==> src/rtl/settings_writer.sv <==
// ============================================================================
// Module   : settings_writer
// Purpose  : Collects a four-word settings transaction (max row, max col,
//            data min, data max), validates it and commits it to the
//            settings store with a one-cycle write strobe.
//            Optional idle timeout: define SETTINGS_WRITER_TIMEOUT_EN.
// Revision : 1.0  initial release
// ============================================================================
`default_nettype none

module settings_writer #(
    parameter int unsigned ROW_LIMIT      = 32,
    parameter int unsigned COL_LIMIT      = 32,
    parameter int unsigned TIMEOUT_CYCLES = 100_000_000
) (
    input  logic        clk,
    input  logic        rst_n,
    input  logic        start,
    input  logic        in_valid,
    input  logic [31:0] in_data,
    output logic        in_ready,
    output logic        wr_en,
    output logic [31:0] set_max_row,
    output logic [31:0] set_max_col,
    output logic [31:0] data_min,
    output logic [31:0] data_max,
    output logic        busy,
    output logic        done,
    output logic        error,
    output logic [1:0]  err_code
);

    typedef enum logic [2:0] {
        S_IDLE    = 3'd0,
        S_GET_ROW = 3'd1,
        S_GET_COL = 3'd2,
        S_GET_MIN = 3'd3,
        S_GET_MAX = 3'd4,
        S_CHECK   = 3'd5,
        S_COMMIT  = 3'd6
    } state_t;

    state_t      r_state;
    state_t      w_state_next;
    logic [31:0] r_row;
    logic [31:0] r_col;
    logic [31:0] r_min;
    logic [31:0] r_max;
    logic        w_get;
    logic        w_hs;
    logic        w_range_bad;
    logic        w_order_bad;
    logic        w_timeout;

    if (TIMEOUT_CYCLES < 2) begin : g_timeout_guard
        $error("settings_writer: TIMEOUT_CYCLES must be at least 2");
    end

    assign w_get       = (r_state == S_GET_ROW) || (r_state == S_GET_COL) ||
                         (r_state == S_GET_MIN) || (r_state == S_GET_MAX);
    assign w_hs        = w_get && in_valid;
    assign in_ready    = w_get;
    assign busy        = (r_state != S_IDLE);
    assign w_range_bad = (r_row == 32'd0) || (r_row > ROW_LIMIT) ||
                         (r_col == 32'd0) || (r_col > COL_LIMIT);
    assign w_order_bad = $signed(r_min) > $signed(r_max);

`ifdef SETTINGS_WRITER_TIMEOUT_EN
    localparam int unsigned CNT_W = $clog2(TIMEOUT_CYCLES);
    logic [CNT_W-1:0] r_cnt;
    logic [CNT_W-1:0] w_cnt_next;

    // Abort on the edge where the idle count would reach TIMEOUT_CYCLES-1.
    assign w_cnt_next = r_cnt + CNT_W'(1);
    assign w_timeout  = w_get && !in_valid && (w_cnt_next == CNT_W'(TIMEOUT_CYCLES - 1));

    always_ff @(posedge clk or negedge rst_n) begin
        if (!rst_n) begin
            r_cnt <= '0;
        end else if ((r_state == S_IDLE && start) || w_hs) begin
            r_cnt <= '0;
        end else if (w_get) begin
            r_cnt <= w_cnt_next;
        end
    end
`else
    assign w_timeout = 1'b0;
`endif

    always_ff @(posedge clk or negedge rst_n) begin
        if (!rst_n) begin
            r_state <= S_IDLE;
        end else begin
            r_state <= w_state_next;
        end
    end

    always_comb begin
        w_state_next = r_state;
        case (r_state)
            S_IDLE:    if (start) w_state_next = S_GET_ROW;
            S_GET_ROW: if (w_hs) w_state_next = S_GET_COL; else if (w_timeout) w_state_next = S_IDLE;
            S_GET_COL: if (w_hs) w_state_next = S_GET_MIN; else if (w_timeout) w_state_next = S_IDLE;
            S_GET_MIN: if (w_hs) w_state_next = S_GET_MAX; else if (w_timeout) w_state_next = S_IDLE;
            S_GET_MAX: if (w_hs) w_state_next = S_CHECK;   else if (w_timeout) w_state_next = S_IDLE;
            S_CHECK:   w_state_next = (w_range_bad || w_order_bad) ? S_IDLE : S_COMMIT;
            S_COMMIT:  w_state_next = S_IDLE;
            default:   w_state_next = S_IDLE;
        endcase
    end

    // Shadow registers hold the transaction until it has been validated.
    always_ff @(posedge clk or negedge rst_n) begin
        if (!rst_n) begin
            r_row <= '0;
            r_col <= '0;
            r_min <= '0;
            r_max <= '0;
        end else if (w_hs) begin
            case (r_state)
                S_GET_ROW: r_row <= in_data;
                S_GET_COL: r_col <= in_data;
                S_GET_MIN: r_min <= in_data;
                S_GET_MAX: r_max <= in_data;
                default:   ;
            endcase
        end
    end

    // Outputs load on the CHECK->COMMIT edge so they are valid alongside wr_en.
    always_ff @(posedge clk or negedge rst_n) begin
        if (!rst_n) begin
            wr_en       <= 1'b0;
            done        <= 1'b0;
            error       <= 1'b0;
            err_code    <= 2'd0;
            set_max_row <= 32'd5;
            set_max_col <= 32'd5;
            data_min    <= 32'd1;
            data_max    <= 32'd9;
        end else begin
            wr_en <= 1'b0;
            done  <= 1'b0;
            error <= 1'b0;
            if (r_state == S_IDLE && start) begin
                err_code <= 2'd0;
            end
            if (w_timeout) begin
                error    <= 1'b1;
                err_code <= 2'd3;
            end
            if (r_state == S_CHECK) begin
                if (w_range_bad) begin
                    error    <= 1'b1;
                    err_code <= 2'd1;
                end else if (w_order_bad) begin
                    error    <= 1'b1;
                    err_code <= 2'd2;
                end else begin
                    wr_en       <= 1'b1;
                    done        <= 1'b1;
                    set_max_row <= r_row;
                    set_max_col <= r_col;
                    data_min    <= r_min;
                    data_max    <= r_max;
                end
            end
        end
    end

endmodule

`default_nettype wire

==> config.mk <==
export PLATFORM = sky130hd
export DESIGN_NAME = settings_writer
export DESIGN_NICKNAME = d
export VERILOG_FILES = /design/src/rtl/settings_writer.sv
export SDC_FILE = /design/constraint.sdc
export NUM_CORES = 1
export LEC_CHECK = 0
export CAP_MARGIN = 20
export CORE_ASPECT_RATIO = 0.5
export CORE_UTILIZATION = 30
export CTS_BUF_LIST = sky130_fd_sc_hd__clkbuf_4
export CTS_CLUSTER_DIAMETER = 150
export DETAILED_ROUTE_END_ITERATION = 10
export HOLD_SLACK_MARGIN = 0.06
export PLACE_DENSITY = 0.61
export SYNTH_ARGS = -nofsm -noshare
export SYNTH_HDL_FRONTEND = slang
export SYNTH_SLANG_ARGS = --single-unit
==> constraint.sdc <==
create_clock -name clk -period 3.8 [get_ports clk]
set_input_delay 0.57 -clock clk [delete_from_list [all_inputs] [get_ports clk]]
set_output_delay 0.57 -clock clk [all_outputs]
set_load 0.01 [all_outputs]
# After elaboration in Yosys (flattened, before gate mapping)
# Index checks and enable logic that the tools add are counted.
dict set report totals {
  regBits 263
  output_inout_bits 135
  word_cells 63
}
dict set report op_classes {
  n_lt_le_gt_ge 3
  eq_ne 10
  mux 17
  n_bitwise 2
  n_reduce_logical 19
}
# cell count
set op_table {}
lappend op_table {{$gt 32x6->1 const B} 2}
lappend op_table {{$logic_not 32->1} 2}
lappend op_table {{$gt 32x32->1} 1}
lappend op_table {{$mux 3} 6}
lappend op_table {{$pmux 3 s6} 1}
lappend op_table {{$ne 2x2->1 const B} 5}
lappend op_table {{$mux 2} 4}
lappend op_table {{$reduce_and 2->1} 4}
lappend op_table {{$logic_or 1x1->1} 7}
lappend op_table {{$eq 3x2->1 const B} 2}
lappend op_table {{$eq 3x3->1 const B} 2}
lappend op_table {{$mux 1} 6}
lappend op_table {{$reduce_and 5->1} 1}
lappend op_table {{$eq 3x1->1 const B} 1}
lappend op_table {{$logic_not 3->1} 1}
lappend op_table {{$reduce_and 3->1} 1}
lappend op_table {{$reduce_bool 3->1} 1}
lappend op_table {{$logic_and 1x1->1} 2}
lappend op_table {{$not 1->1} 2}

# Depth between registers and ports, before layout
dict set report depth {
  word_depth 7
  mapped_depth 10
}

# Worst setup path after synthesis
# No wires, ideal clock.
dict set report synth_path {
  kind {reg-to-reg}
  from {register r_row[1]}
  to {register data_max[22]}
  setup_time_ps 125
  arrival_ps 2392
  t_required_ps 3675
  slack_ps 1283
  stages_incl_launch_ff 9
  n_path_buf 2
  cell_sequence {dfrtp_1 > or4_1 > o21a_1 > nor4b_2 > nand3_1 > o31a_1 > buf_6 > buf_6 > mux2_4}
}
dict set report synth_via {
  elab_chain_len 6
  elab_cells_between_ends 7
}
# item line
set synth_lines {}
lappend synth_lines {{start: declaration} 45} ;# logic [31:0] r_row;
lappend synth_lines {{start signal: assignment} 121} ;# S_GET_ROW: r_row <= in_data;
lappend synth_lines {{$gt 32x6->1 or $logic_not 32->1 (tied branches)} 64} ;# assign w_range_bad = (r_row == 32'd0) || (r_row > ROW_LIMIT) ||
lappend synth_lines {{$logic_or 1x1->1 (*) (2 in series)} 64}
lappend synth_lines {{$logic_or 1x1->1 (*)} 65} ;# (r_col == 32'd0) || (r_col > COL_LIMIT);
lappend synth_lines {{$not 1->1 (no line) (*)} -}
lappend synth_lines {{$reduce_and 3->1 (no line) (*)} -}
lappend synth_lines {{end signal: assignment} 165} ;# data_max <= r_max;
lappend synth_lines {{end: declaration} 26} ;# output logic [31:0] data_max,
# Every way passes the cells marked *; elsewhere a longest branch is shown, timed or not.
# A chain may end at the register's enable or synchronous reset.

# Worst setup path in the final report
dict set report layout_path {
  from {register r_min[15]}
  to {register data_max[11]}
}
dict set report layout_via {
  elab_chain_len 3
}
# item line
set layout_lines {}
lappend layout_lines {{start: declaration} 47} ;# logic [31:0] r_min;
lappend layout_lines {{start signal: assignment} 123} ;# S_GET_MIN: r_min <= in_data;
lappend layout_lines {{$gt 32x32->1} 66} ;# assign w_order_bad = $signed(r_min) > $signed(r_max);
lappend layout_lines {{$not 1->1 (no line)} -}
lappend layout_lines {{$reduce_and 3->1 (no line)} -}
# No other way between the ends.

==> results.cfg <==
[final_layout]
synthToLayoutAreaGrowth_pct = 28.6
post_route_cells_drive_above_1_share = 0.293
instances_no_fill = 1492
final_core_utilization = 0.395
finish.net_count = 1043
stdcell_area_sq_mm = 0.0137

[status]
outcome = completed

[drt]
ant_nets = 0
drt-pass1-iter-count = 4
detailed_route_wire_length_mm = 24.9
detail_route.drc_violations = 0
vias = 6656
routed_wire_length_per_instance_um = 16.7
drt-initial-drc-count = 300
via_to_cell_ratio = 4.46

[clocking]
cts_tree = yes
ctsHoldBuffers = 1
htree_levels = 3
cts_root_buf = sky130_fd_sc_hd__clkbuf_4
cts-resized-gates = 0
cts_made_buffers = 66
clockBufferDepth = 3
path_clk_slew_ns = 0.06
cts_post_setup_buffers_inserted = 0
clock_sink_count = 263
clock_latency_on_the_worst_skew_pair_ns = 0.72

[place]
post-place-ws_ns = 0.734
post_detailed_placement_cell_area_sq_mm = 0.0129
detailedPlacementHpwl_mm = 17.1
dpl.cell_count = 1381
routabilityCongestion = 0.781
numPortBuffers = 170

[global_routing]
grt.total_usage = 0.143
grt_pass1_vias = 7077
grt_overflow = 0
first_pass_grt_wire_length_mm = 39.9
maximum_number_of_pins_on_one_net_before_global_route_repair = 101
antenna_violations_before_repair = 2

[worst_hold_path]
holdCritPathClass = input port to asynchronous set/reset pin

[pwr]
power_density_mw_per_mm2 = 614
finalPower_mw = 8.41
vdd.ir_drop.worst_mv = 0.188
power.leakage_nw = 6.33

[sta]
worst_hold_slack_ns = 0.473
post-route-period-util = 0.804
setup_viol_count_final = 0
headroom_to_the_max_slew_limit = 0.521
timing.final.max_slew_violations = 0
fin_setup_tns_ns = 0
setup_ws_final_ns = 0.746
finalHoldViolations = 0
period_needed_ns = 3.05
rsz0062_at_grt = false
worst_pin_slew_ns = 0.718
max_freq_mhz = 327
clock-skew-final_ns = 0.0428

[logic_synthesis]
synth.cell_area_sq_mm = 0.0106
postSynthCellCount = 759
yosysWarningCount = 0
synth.yosys.seq_area_share = 0.619
postSynthRegisterBits = 263
synth_fp_nets = 827
synthArstFlopShare = 1.00
ys.flop_type = sky130_fd_sc_hd__dfrtp_1
synthesis.area_per_instance_sq_um = 14.0
synth_enable_flop_cells = 0
synthDistinctLibCells = 40

[setup_path]
worst-setup-path-type = flop to flop
required_ns = 4.38
crit_path_start_kind = flop
kind_of_end_point_of_the_critical_path = flop
worstPathMaxFanout = 100
arrival_ns = 3.64

[floorplan]
design.die.area_sq_mm = 0.0363
rows = 48
coreArea_sq_mm = 0.0347
die_y_um = 135
ios = 171
die_width_um = 268
initial_core_util = 0.307

[job]
max_cap_violations = 0
## sequential cells by signal, indices dropped and copies added, names as in the netlist
name / count
r_min: 32
set_max_col: 32
done: 1
r_col: 32
err_code: 2
data_max: 32
r_max: 32
error: 1
set_max_row: 32
r_row: 32
r_state: 3
data_min: 32
## power by group
part           switching (mW)  total, mW  internal, mW  leakage (nW)
clock network            1.11       2.30          1.19         0.479
registers               0.496       4.02          3.53          3.39
logic                    1.01       2.08          1.08          2.46
total                    2.62       8.41          5.79          6.33
## layer usage
| metal | global-route usage | vias up | part of all wire | wire length, um |
|---|---|---|---|---|
| li1 | - | 3119 | - | - |
| met1 | 0.182 | 3360 | 0.43 | 10800 |
| met2 | 0.228 | 129 | 0.50 | 12500 |
| met3 | 0.0433 | 48 | 0.042 | 1050 |
| met4 | 0.0593 | 0 | 0.024 | 602 |
| met5 | 0 | - | 0 | 0 |
## cells by family (layout without fill, tap and decap cells)
kind of cell / after synthesis / count (layout) / synth area share
XOR/XNOR: 1 / 1 / 0.000823
other: 0 / 3 / 0
multiplexers: 174 / 174 / 0.198
buffers and inverters: 67 / 322 / 0.0286
adder cells (fa/ha/maj): 32 / 32 / 0.0376
AO/OA/AOI/OAI: 72 / 72 / 0.0389
flip-flops: 263 / 263 / 0.619
AND/OR/NAND/NOR: 150 / 150 / 0.0770
## final timing paths
check	from	to	slack, ns	cells past startpoint
max	r_min[15]$_DFFE_PN0P_	data_max[11]$_DFFE_PN0P_	0.75	7
min	rst_n	set_max_row[8]$_DFFE_PN0P_	0.47	2
max reg2reg	r_min[15]$_DFFE_PN0P_	data_max[11]$_DFFE_PN0P_	0.75	7
min reg2reg	set_max_col[7]$_DFFE_PN0P_	set_max_col[7]$_DFFE_PN0P_	0.48	1
max in group asynchronous	rst_n	data_max[3]$_DFFE_PN1P_	2.35	3
min in group clk	set_max_col[7]$_DFFE_PN0P_	set_max_col[7]$_DFFE_PN0P_	0.48	1
## cell type report
type	instances	area [sq um]
fill	3349	21000
sequential	263	6590
multi-input combinational	429	3760
timing repair buffer	183	1840
clock buffer	100	751
tap	475	594
inverter	32	120
clock inverter	7	27.5
antenna	3	7.51
## critical path, stage by stage, from the launching register on
cell                        delay (ns)
sky130_fd_sc_hd__dfrtp_1          0.40
sky130_fd_sc_hd__ha_1             0.33
sky130_fd_sc_hd__nand4_1          0.22
sky130_fd_sc_hd__a2111oi_0        0.63
sky130_fd_sc_hd__o31a_1           0.29
sky130_fd_sc_hd__o31a_2           0.20
sky130_fd_sc_hd__buf_12           0.37
sky130_fd_sc_hd__mux2_2           0.40
## cells in the mapped netlist, types with 2 or more instances
master	number	area, sq um
sky130_fd_sc_hd__dfrtp_1	256	6410
sky130_fd_sc_hd__mux2_2	128	1440
sky130_fd_sc_hd__and2_1	53	332
sky130_fd_sc_hd__nand2_1	45	169
sky130_fd_sc_hd__mux2_4	40	601
sky130_fd_sc_hd__o21ai_0	39	195
sky130_fd_sc_hd__ha_1	32	400
sky130_fd_sc_hd__inv_1	32	120
sky130_fd_sc_hd__a21oi_1	16	80.1
sky130_fd_sc_hd__clkbuf_1	16	60.1
sky130_fd_sc_hd__nor4_1	14	87.6
sky130_fd_sc_hd__nand4_1	10	62.6
sky130_fd_sc_hd__buf_1	9	33.8
sky130_fd_sc_hd__dfstp_2	7	184
sky130_fd_sc_hd__buf_6	6	67.6
sky130_fd_sc_hd__mux2_1	6	67.6
sky130_fd_sc_hd__nor3_1	6	30.0
sky130_fd_sc_hd__nor2_1	5	18.8
sky130_fd_sc_hd__nand3_1	4	20.0
sky130_fd_sc_hd__nor2b_1	4	25.0
sky130_fd_sc_hd__o21a_1	4	30.0
sky130_fd_sc_hd__buf_2	3	15.0
sky130_fd_sc_hd__o31a_1	3	26.3
sky130_fd_sc_hd__a31oi_1	2	12.5
sky130_fd_sc_hd__and3b_1	2	17.5
sky130_fd_sc_hd__or3_1	2	12.5
sky130_fd_sc_hd__or4_1	2	15.0
## layout by cell type (no fill, tap or decap), types with 16 or more instances in the layout
cell type and count:
sky130_fd_sc_hd__inv_1 32, sky130_fd_sc_hd__and2_1 53, sky130_fd_sc_hd__a21oi_1 16, sky130_fd_sc_hd__nand2_1 45, sky130_fd_sc_hd__dfrtp_1 256, sky130_fd_sc_hd__clkdlybuf4s50_1 169
sky130_fd_sc_hd__mux2_4 40, sky130_fd_sc_hd__o21ai_0 39, sky130_fd_sc_hd__ha_1 32, sky130_fd_sc_hd__clkbuf_4 100, sky130_fd_sc_hd__mux2_2 128
Power figures use the tool's default switching activity.
